## src/rtl/phi_seq_ctrl_pkg.sv

```systemverilog
// Shared types and constants for the phi sequencing controller and phi unit.
// phi_fwd/phi_bwd are the forward tweak update and its exact inverse.
package phi_seq_ctrl_pkg;

    localparam int NVAL_DEF = 7;
    localparam int CW_DEF   = 3;
    localparam int PHI_W    = 8;

    localparam logic [PHI_W-1:0] PHI_RC = 8'h1D;

    typedef enum logic [1:0] {
        IDLE  = 2'd0,
        WIND  = 2'd1,
        SERVE = 2'd2,
        FIN   = 2'd3
    } state_t;

    function automatic logic [PHI_W-1:0] phi_fwd(input logic [PHI_W-1:0] x);
        return {x[PHI_W-2:0], x[PHI_W-1]} ^ PHI_RC;
    endfunction

    // Undo the constant first, then rotate back.
    function automatic logic [PHI_W-1:0] phi_bwd(input logic [PHI_W-1:0] y);
        logic [PHI_W-1:0] t;
        t = y ^ PHI_RC;
        return {t[0], t[PHI_W-1:1]};
    endfunction

endpackage

```

## src/rtl/phi_seq_ctrl_if.sv

```systemverilog
// Handshake bundle between the run requester / phi consumer and the controller.
interface phi_seq_ctrl_if;

    logic start;
    logic decrypt;
    logic take;
    logic abort;
    logic ready;
    logic phi_valid;
    logic phi_last;
    logic done;
    logic phi_ld;
    logic phi_en;
    logic phi_inv;

    modport master (
        output start, decrypt, take, abort,
        input  ready, phi_valid, phi_last, done, phi_ld, phi_en, phi_inv
    );

    modport slave (
        input  start, decrypt, take, abort,
        output ready, phi_valid, phi_last, done, phi_ld, phi_en, phi_inv
    );

endinterface

```

## src/rtl/phi_seq_ctrl_cnt.sv

```systemverilog
// Saturating phi-index counter: load-to-one, count up, count down.
module phi_seq_ctrl_cnt #(
    parameter int NVAL = 7,
    parameter int CW   = 3
) (
    input  logic          clk,
    input  logic          rst,
    input  logic          load1,
    input  logic          up,
    input  logic          dn,
    output logic [CW-1:0] cnt
);

    // Bounded at both ends so a stray step can never wrap the index.
    always_ff @(posedge clk or posedge rst) begin
        if (rst) begin
            cnt <= '0;
        end else if (load1) begin
            cnt <= CW'(1);
        end else if (up && (cnt < CW'(NVAL))) begin
            cnt <= cnt + 1'b1;
        end else if (dn && (cnt != '0)) begin
            cnt <= cnt - 1'b1;
        end
    end

endmodule

```

## src/rtl/phi_seq_ctrl.sv

```systemverilog
// Phi sequencing controller: encrypt walks phi0..phiN-1 forward; decrypt winds
// the register forward to phiN-1, then steps it back one value per take.
module phi_seq_ctrl
    import phi_seq_ctrl_pkg::*;
#(
    parameter int NVAL = NVAL_DEF,
    parameter int CW   = CW_DEF
) (
    input  logic          clk,
    input  logic          rst,
    phi_seq_ctrl_if.slave bus
);

    state_t        state, state_nxt;
    logic          decrypt_r;
    logic [CW-1:0] cnt;
    logic          cnt_load, cnt_up, cnt_dn;
    logic          start_ok, at_last, wind_end;

    // cnt is the index of the phi value the register currently holds.
    assign start_ok = bus.start & ~rst;
    assign at_last  = decrypt_r ? (cnt == '0) : (cnt == CW'(NVAL - 1));
    assign wind_end = (cnt == CW'(NVAL - 2));

    always_ff @(posedge clk or posedge rst) begin
        if (rst) begin
            state     <= IDLE;
            decrypt_r <= 1'b0;
        end else begin
            state <= state_nxt;
            if ((state == IDLE) && start_ok) begin
                decrypt_r <= bus.decrypt;
            end
        end
    end

    always_comb begin
        state_nxt     = state;
        bus.ready     = 1'b0;
        bus.phi_valid = 1'b0;
        bus.phi_last  = 1'b0;
        bus.done      = 1'b0;
        bus.phi_ld    = 1'b0;
        bus.phi_en    = 1'b0;
        bus.phi_inv   = 1'b0;
        cnt_load      = 1'b0;
        cnt_up        = 1'b0;
        cnt_dn        = 1'b0;
        unique case (state)
            IDLE: begin
                bus.ready = 1'b1;
                if (start_ok) begin
                    bus.phi_ld = 1'b1;
                    bus.phi_en = 1'b1;
                    cnt_load   = 1'b1;
                    // Encrypt hands phi0 over straight from phi_in this cycle.
                    if (bus.decrypt) begin
                        state_nxt = (NVAL == 2) ? SERVE : WIND;
                    end else begin
                        bus.phi_valid = 1'b1;
                        state_nxt     = SERVE;
                    end
                end
            end
            WIND: begin
                if (bus.abort) begin
                    state_nxt = IDLE;
                end else begin
                    bus.phi_en = 1'b1;
                    cnt_up     = 1'b1;
                    if (wind_end) state_nxt = SERVE;
                end
            end
            SERVE: begin
                bus.phi_inv = decrypt_r;
                if (bus.abort) begin
                    state_nxt = IDLE;
                end else begin
                    bus.phi_valid = 1'b1;
                    bus.phi_last  = at_last;
                    if (bus.take) begin
                        // The final take leaves the register where it is.
                        if (at_last) begin
                            state_nxt = FIN;
                        end else begin
                            bus.phi_en = 1'b1;
                            cnt_up     = ~decrypt_r;
                            cnt_dn     = decrypt_r;
                        end
                    end
                end
            end
            FIN: begin
                bus.done  = ~bus.abort;
                state_nxt = IDLE;
            end
            default: state_nxt = IDLE;
        endcase
    end

    phi_seq_ctrl_cnt #(
        .NVAL (NVAL),
        .CW   (CW)
    ) u_cnt (
        .clk   (clk),
        .rst   (rst),
        .load1 (cnt_load),
        .up    (cnt_up),
        .dn    (cnt_dn),
        .cnt   (cnt)
    );

    a_cnt_bound: assert property (@(posedge clk) disable iff (rst) cnt <= CW'(NVAL));
    a_ld_idle:   assert property (@(posedge clk) disable iff (rst) bus.phi_ld |-> (state == IDLE));
    a_done_fin:  assert property (@(posedge clk) disable iff (rst) bus.done |-> ((state == FIN) && !bus.phi_valid));

endmodule

```

## src/flat_wrapper.sv

```systemverilog
// flat-port wrapper written by rule: the top's interface ports become plain ports
module phi_seq_ctrl_flat import phi_seq_ctrl_pkg::*;
#(
    parameter int NVAL = NVAL_DEF,
    parameter int CW   = CW_DEF
)
  (clk, rst, bus_start, bus_decrypt, bus_take, bus_abort, bus_ready, bus_phi_valid, bus_phi_last, bus_done, bus_phi_ld, bus_phi_en, bus_phi_inv);
  phi_seq_ctrl_if bus_i ();
  input  logic clk;
  input  logic rst;
  input wire logic [$bits(bus_i.start)-1:0] bus_start;
  input wire logic [$bits(bus_i.decrypt)-1:0] bus_decrypt;
  input wire logic [$bits(bus_i.take)-1:0] bus_take;
  input wire logic [$bits(bus_i.abort)-1:0] bus_abort;
  output wire logic [$bits(bus_i.ready)-1:0] bus_ready;
  output wire logic [$bits(bus_i.phi_valid)-1:0] bus_phi_valid;
  output wire logic [$bits(bus_i.phi_last)-1:0] bus_phi_last;
  output wire logic [$bits(bus_i.done)-1:0] bus_done;
  output wire logic [$bits(bus_i.phi_ld)-1:0] bus_phi_ld;
  output wire logic [$bits(bus_i.phi_en)-1:0] bus_phi_en;
  output wire logic [$bits(bus_i.phi_inv)-1:0] bus_phi_inv;
  assign bus_i.start = bus_start;
  assign bus_i.decrypt = bus_decrypt;
  assign bus_i.take = bus_take;
  assign bus_i.abort = bus_abort;
  assign bus_ready = bus_i.ready;
  assign bus_phi_valid = bus_i.phi_valid;
  assign bus_phi_last = bus_i.phi_last;
  assign bus_done = bus_i.done;
  assign bus_phi_ld = bus_i.phi_ld;
  assign bus_phi_en = bus_i.phi_en;
  assign bus_phi_inv = bus_i.phi_inv;
  phi_seq_ctrl #(.NVAL(NVAL), .CW(CW)) u_core (.clk(clk), .rst(rst), .bus(bus_i));
endmodule
```

## config.mk

```make
export PLATFORM = sky130hd
export DESIGN_NAME = phi_seq_ctrl_flat
export DESIGN_NICKNAME = d
export VERILOG_FILES = /design/src/rtl/phi_seq_ctrl_pkg.sv /design/src/rtl/phi_seq_ctrl_if.sv /design/src/rtl/phi_seq_ctrl_cnt.sv /design/src/rtl/phi_seq_ctrl.sv /design/src/flat_wrapper.sv
export SDC_FILE = /design/constraint.sdc
export NUM_CORES = 1
export LEC_CHECK = 0
export BUFFER_PORTS_ARGS = -buffer_cell sky130_fd_sc_hd__buf_2
export CAP_MARGIN = 10
export CORE_AREA = 2 2 39 41
export CTS_BUF_LIST = sky130_fd_sc_hd__clkbuf_8
export CTS_CLUSTER_DIAMETER = 100
export DETAILED_ROUTE_END_ITERATION = 8
export DIE_AREA = 0 0 41 43
export PLACE_DENSITY = 0.7
export REMOVE_ABC_BUFFERS = 1
export SYNTH_ARGS = -nofsm -noshare
export SYNTH_HDL_FRONTEND = slang
export SYNTH_SLANG_ARGS = --single-unit
```

## constraint.sdc

```tcl
create_clock -name clk -period 2.1 [get_ports clk]
set_input_delay 0.105 -clock clk [delete_from_list [all_inputs] [get_ports clk]]
set_output_delay 0.105 -clock clk [all_outputs]
set_load 0.05 [all_outputs]
```

==> flow_summary.yaml, run 1 <==
finish:
  fillers: 129
  multi_input_area_sq_um: 403
  layout_common_cells: "buf_2, inv_1, buf_4"
  final_cells: 109
  fin_nets: 107
  syn2layout_area_growth_pct: 35.4
  antennaDiodeCount: 0
  drive_gt1_frac: 0.355
  final-seq-area_sq_um: 150
  layout_commonest_cell: "buf_2"
power_and_ir_drop:
  cellPowerDensity_nw_per_um2: 1480
  p_leak_nw: 0.423
  p_int_w: 0.000611
  switching_share: 0.475
  seqPwrFrac: 0.220
  p_switching_w: 0.000554
  clock_power_share: 0.146
  p_comb_frac: 0.634
  ir_drop_mv: 0.725
drt:
  drc_errors: 0
  vias: 575
  avgRoutedWirePerCell_microns: 12.7
  drt_wl_total_microns: 1380
  initialDrtViolationCount: 7
  via_per_inst: 5.28
  ant_nets: 0
  dr.pass1.iters: 4
placement:
  placed_cells: 100
  place_congestion: 0.779
  io_buffers: 12
  dp_hpwl_microns: 1030
setup_path:
  slowest_stage: "dfrtp_1"
  crit_family: "adder cells"
  critical_path_class: "register to register"
  crit_chain: "inv_2, ha_1, and3b_1, a32o_2, fa_2, mux2i_2, mux2i_1"
  path_buf_inv: 1
  required_ps: 2240
  max_stage_delay_ps: 370
  start_kind: "register"
  cp.arrival_ps: 2100
  cp-end-kind: "register"
  path_max_fanout: 3
timing:
  slew_viol_final: 0
  slew_headroom: 0.774
  hold_ws_ps: 181
  fmax_ghz: 0.511
  setup_violations: 0
  finClkSkew_ps: 2.46
  finalCritPeriodShare: 0.932
  rsz0062_at_grt: "no"
  worst_pin_slew_ps: 338
  min_period_ps: 1960
  hold_viol: 0
synth:
  syn_area_per_cell_sq_um: 8.57
  ys_seq_elements: 6
  syn_inst: 68
  netlist_area_sq_um: 583
  synth_flop_cell: "dfrtp_1"
  synth-edff-count: 0
  synth.yosys.warnings: 0
  synth-seq-area-share: 0.258
  ys_types: 30
  async_flop_share: 1.00
floorplanning:
  io_pins: 13
  die_area_sq_um: 1760
  core_area_sq_um: 1380
  chipHeight_microns: 43
  start_util: 0.421
  rows: 14
  die_width_microns: 41
global_route:
  grt_pass1_vias: 498
  grt_pass1_wl_microns: 2060
  overflow: 0
  antenna_found_initial: 0
  grt_util_all_layers: 0.183
  grt_max_degree: 10
hold_path:
  hp-class: "input pin to register"
cts:
  cts.htree.levels: 1
  tritoncts: "done"
  cts_buffer_depth: 2
  path_clk_slew_ps: 40
  clk-insertion-delay-late_ps: 220
  cts_sinks: 6
  root_buffer: "clkbuf_8"
  cts_inserted_buffers: 3
run_status:
  status: "complete, no violations"
run:
  drv_cap: 0
## routing by layer
metal  up-vias  global-route usage  part of all wire
met3         4              0.0366             0.031
met2        13               0.256              0.49
met4         0               0.147             0.022
met5         -                   0                 0
met1       269               0.232              0.46
li1        289                   -                 -
## sequential cells by signal, summed over array words and instances (netlist names)
register	flops
u_core.decrypt_r	1
u_core.state	2
u_core.u_cnt.cnt	3
## area by class of cell
cell class,count,area share
inverters,10,0.0475
clock buffers,3,0.0523
well taps,16,0.0254
flip-flops and latches,6,0.190
multi-input cells,52,0.510
repair buffers,22,0.174
## cell families after synthesis
family / synth area share
compound gates: 0.163
fa+ha+maj: 0.142
buf+inv: 0.0644
flops: 0.258
mux: 0.114
simple gates: 0.260
## synth_stat cells (all sizes together) (2+ instances only)
| master | count | area share |
|---|---|---|
| mux2 | 2 | 0.045 |
| o211ai | 2 | 0.034 |
| nand3b | 2 | 0.026 |
| nand2b | 3 | 0.032 |
| a21oi | 4 | 0.034 |
| ha | 5 | 0.11 |
| inv | 10 | 0.064 |
| o21ai | 3 | 0.026 |
| dfrtp | 6 | 0.26 |
| and3b | 2 | 0.030 |
| nor2 | 3 | 0.019 |
| nor2b | 2 | 0.021 |
| mux2i | 4 | 0.069 |
| nand2 | 7 | 0.049 |
## final timing paths
path / slack, ps / startpoint / cells past startpoint / to
worst max-delay path: 140 / u_core.state[0] / 7 / u_core.u_cnt.cnt[2]
worst min-delay path: 180 / bus_decrypt / 2 / u_core.decrypt_r
worst max register to register: 140 / u_core.state[0] / 7 / u_core.u_cnt.cnt[2]
worst min register to register: 590 / u_core.state[1] / 2 / u_core.state[1]
max in group asynchronous: 1550 / rst / 3 / u_core.state[0]
min in group asynchronous: 360 / rst / 3 / u_core.u_cnt.cnt[2]
## repair_timing
action / in CTS / in global routing
setup buffers: 2 / 3
pin swaps: 0 / 3
hold endpoints to repair: 6 / 0
hold buffers: 1 / 0
resized for setup: 1 / 3
endpoints found under the setup margin: 1 / 3
## metrics by stage
step / power, W / cell area, sq um / setup TNS, ps / util / setup slack, ps
finish: 0.00116 / 790 / 0 / 0.571 / 142
global route: 0.00125 / 790 / 0 / 0.571 / 39.5
CTS: 0.00113 / 761 / 0 / 0.550 / 1.51
detailed placement: 0.000928 / 693 / -18.9 / 0.501 / -18.9
global placement: 0.000909 / 693 / 0 / 0.501 / 33.6
floorplan: 0.000738 / 583 / -869 / - / -540
## power by group through the flow
stage	clock network (W)	logic (W)	registers (W)
3_3_place_gp	0	0.000654	0.000255
3_5_place_dp	0	0.000670	0.000258
2_1_floorplan	0	0.000504	0.000233
5_1_grt	0.000180	0.000805	0.000263
4_1_cts	0.000174	0.000702	0.000251
6_report	0.000170	0.000738	0.000256
Power figures use the tool's default switching activity.
==> run 2, diff against run 1 <==
- REMOVE_ABC_BUFFERS: 1 -> default
- clock period: 2.1 -> 1.6 ns (I/O delays scaled with it)
==> run 2 against run 1 <==
The flow now finishes with violations (negative setup slack). Clock-buffer cell count unchanged. Highest routed layer unchanged. Critical path type unchanged. Sequential share of layout area down 3.2 points. Die area stayed put. First-iteration DRC count grew to 4.4 times the previous value. Register-to-register slack lost 490 ps. Via count rose by 5.7%.
==> flow_summary.yaml, run 2 (synthesis gave the netlist of run 1 again) <==
timing:
  setup_violations: 5
  finalCritPeriodShare: 1.22
  hold_viol: 0
  finClkSkew_ps: 1.26
  min_period_ps: 1950
  rsz0062_at_grt: "yes"
  slew_headroom: 0.776
  slew_viol_final: 0
  fin_tns_setup_ps: -889
  worst_pin_slew_ps: 334
  setup_slack_ps: -352
  fmax_ghz: 0.512
finish:
  syn2layout_area_growth_pct: 63.3
  layout_common_cells: "buf_4, inv_1, buf_2"
  largest_reg_flops: 3
  final_cells: 119
  antennaDiodeCount: 0
  max_flop_register: "u_core.u_cnt.cnt"
  fin_nets: 117
  fin_area_sq_um: 952
  layout_commonest_cell: "buf_4"
  top_regs: "u_core.u_cnt.cnt: 3 flops, u_core.state: 2 flops, u_core.decrypt_r: 1 flops"
  final_util: 0.688
  fillers: 111
  drive_gt1_frac: 0.515
setup_path:
  path_max_fanout: 3
  critical_path_class: "register to register"
  start_kind: "register"
  cp-end-kind: "register"
  cp.arrival_ps: 2100
  regToRegSetupSlack_ps: -350
  reg2reg_depth: 7
  r2r_end: "u_core.u_cnt.cnt[2]"
  cp-startpoint: "u_core.state[0]"
  crit_chain: "inv_2, ha_4, and3b_1, a32o_2, fa_2, mux2i_1, mux2i_1"
  timing.rr.start: "u_core.state[0]"
  max_stage_delay_ps: 400
  crit_end: "u_core.u_cnt.cnt[2]"
  slowest_stage: "dfrtp_1"
  required_ps: 1750
  crit_path_frequent_cell: "mux2i_1"
cts:
  tritoncts: "done"
  cts_inserted_buffers: 3
  root_buffer: "clkbuf_8"
  cts.htree.levels: 1
  clk-insertion-delay-late_ps: 220
  cts_buffer_depth: 2
  path_clk_slew_ps: 40
  cts_sinks: 6
power_and_ir_drop:
  p_leak_nw: 0.476
  ir_drop_mv: 1.35
  power.total_w: 0.00186
  p_int_w: 0.00102
  p_switching_w: 0.000833
  cellPowerDensity_nw_per_um2: 1950
  switching_share: 0.449
  seqPwrFrac: 0.178
  clock_power_share: 0.126
  p_comb_frac: 0.696
run:
  drv_cap: 0
drt:
  via_per_inst: 5.11
  dr.pass1.iters: 4
  initialDrtViolationCount: 31
  avgRoutedWirePerCell_microns: 13.6
  drc_errors: 0
  vias: 608
  ant_nets: 0
  drt_wl_total_microns: 1610
global_route:
  grt_pass1_wl_microns: 2640
  overflow: 0
  antenna_found_initial: 0
  grt_util_all_layers: 0.234
  grt_pass1_vias: 597
  grt_max_degree: 9
placement:
  place_congestion: 0.806
  dpl_cell_area_sq_um: 820
  dp_hpwl_microns: 1250
  io_buffers: 12
  placed_cells: 110
hold_path:
  hp-class: "input pin to register"
synth:
  synth.net_count: 80
floorplanning:
  die_width_microns: 41
  chipHeight_microns: 43
  io_pins: 13
  die_area_sq_um: 1760
  rows: 14
  start_util: 0.421
  core_area_sq_um: 1380
run_status:
  violations: "negative setup slack"
  status: "finished, violations left"
run 2: cell count changes in the layout (fill, tap and decap cells not counted), sizes merged:
cell	before	now
buf	21	31
run 2: worst min path at each step:
stage,slack (ps),startpoint,cells after the start,end
after detailed placement,30,rst,2,u_core.state[1]
after global placement,20,rst,2,u_core.state[1]
final,170,bus_decrypt,2,u_core.decrypt_r
after global routing,180,bus_decrypt,2,u_core.decrypt_r
after CTS,150,bus_decrypt,2,u_core.decrypt_r
after floorplan,-130,rst,1,u_core.decrypt_r
run 2: cell type report:
type | instances | area, sq um | area share
Timing Repair Buffer | 32 | 245 | 0.258
Sequential cell | 6 | 150 | 0.158
Tap cell | 16 | 20.0 | 0.0210
Multi-Input combinational cell | 52 | 458 | 0.481
Inverter | 10 | 37.5 | 0.0394
Clock buffer | 3 | 41.3 | 0.0434
run 2: power by group through the flow:
stage | logic (W) | registers, W | clock network [W]
5_1_grt | 0.00141 | 0.000343 | 0.000246
2_1_floorplan | 0.000754 | 0.000316 | 0
4_1_cts | 0.00121 | 0.000327 | 0.000241
6_report | 0.00129 | 0.000331 | 0.000234
3_3_place_gp | 0.00109 | 0.000323 | 0
3_5_place_dp | 0.00115 | 0.000327 | 0
run 2: routing by layer:
metal	vias up	global-route usage	wire length [microns]
met4	0	0.167	22
li1	307	-	-
met5	-	0	0
met2	17	0.347	831
met3	2	0.0471	52
met1	282	0.285	707
run 2: timing repair:
action                                  in CTS  in global routing
hold endpoints to repair                     6                  0
resized for setup                           10                  6
pin swaps                                    1                  0
endpoints found under the setup margin       8                  9
hold buffers                                 1                  0
buffers inserted                             1                  4
run 2: critical path, delay by kind of cell, from the launching register on:
kind,cells,cell delay (ps)
fa+ha+maj,2,560
flops,1,400
simple gates,1,190
buf+inv,1,120
compound gates,1,250
mux,2,360
run 2: stage by stage:
step	hold WS, ps	setup slack, ps
floorplan	-129	-289
global placement	22.4	-276
detailed placement	32.7	-335
CTS	149	-343
global route	177	-465
finish	172	-352
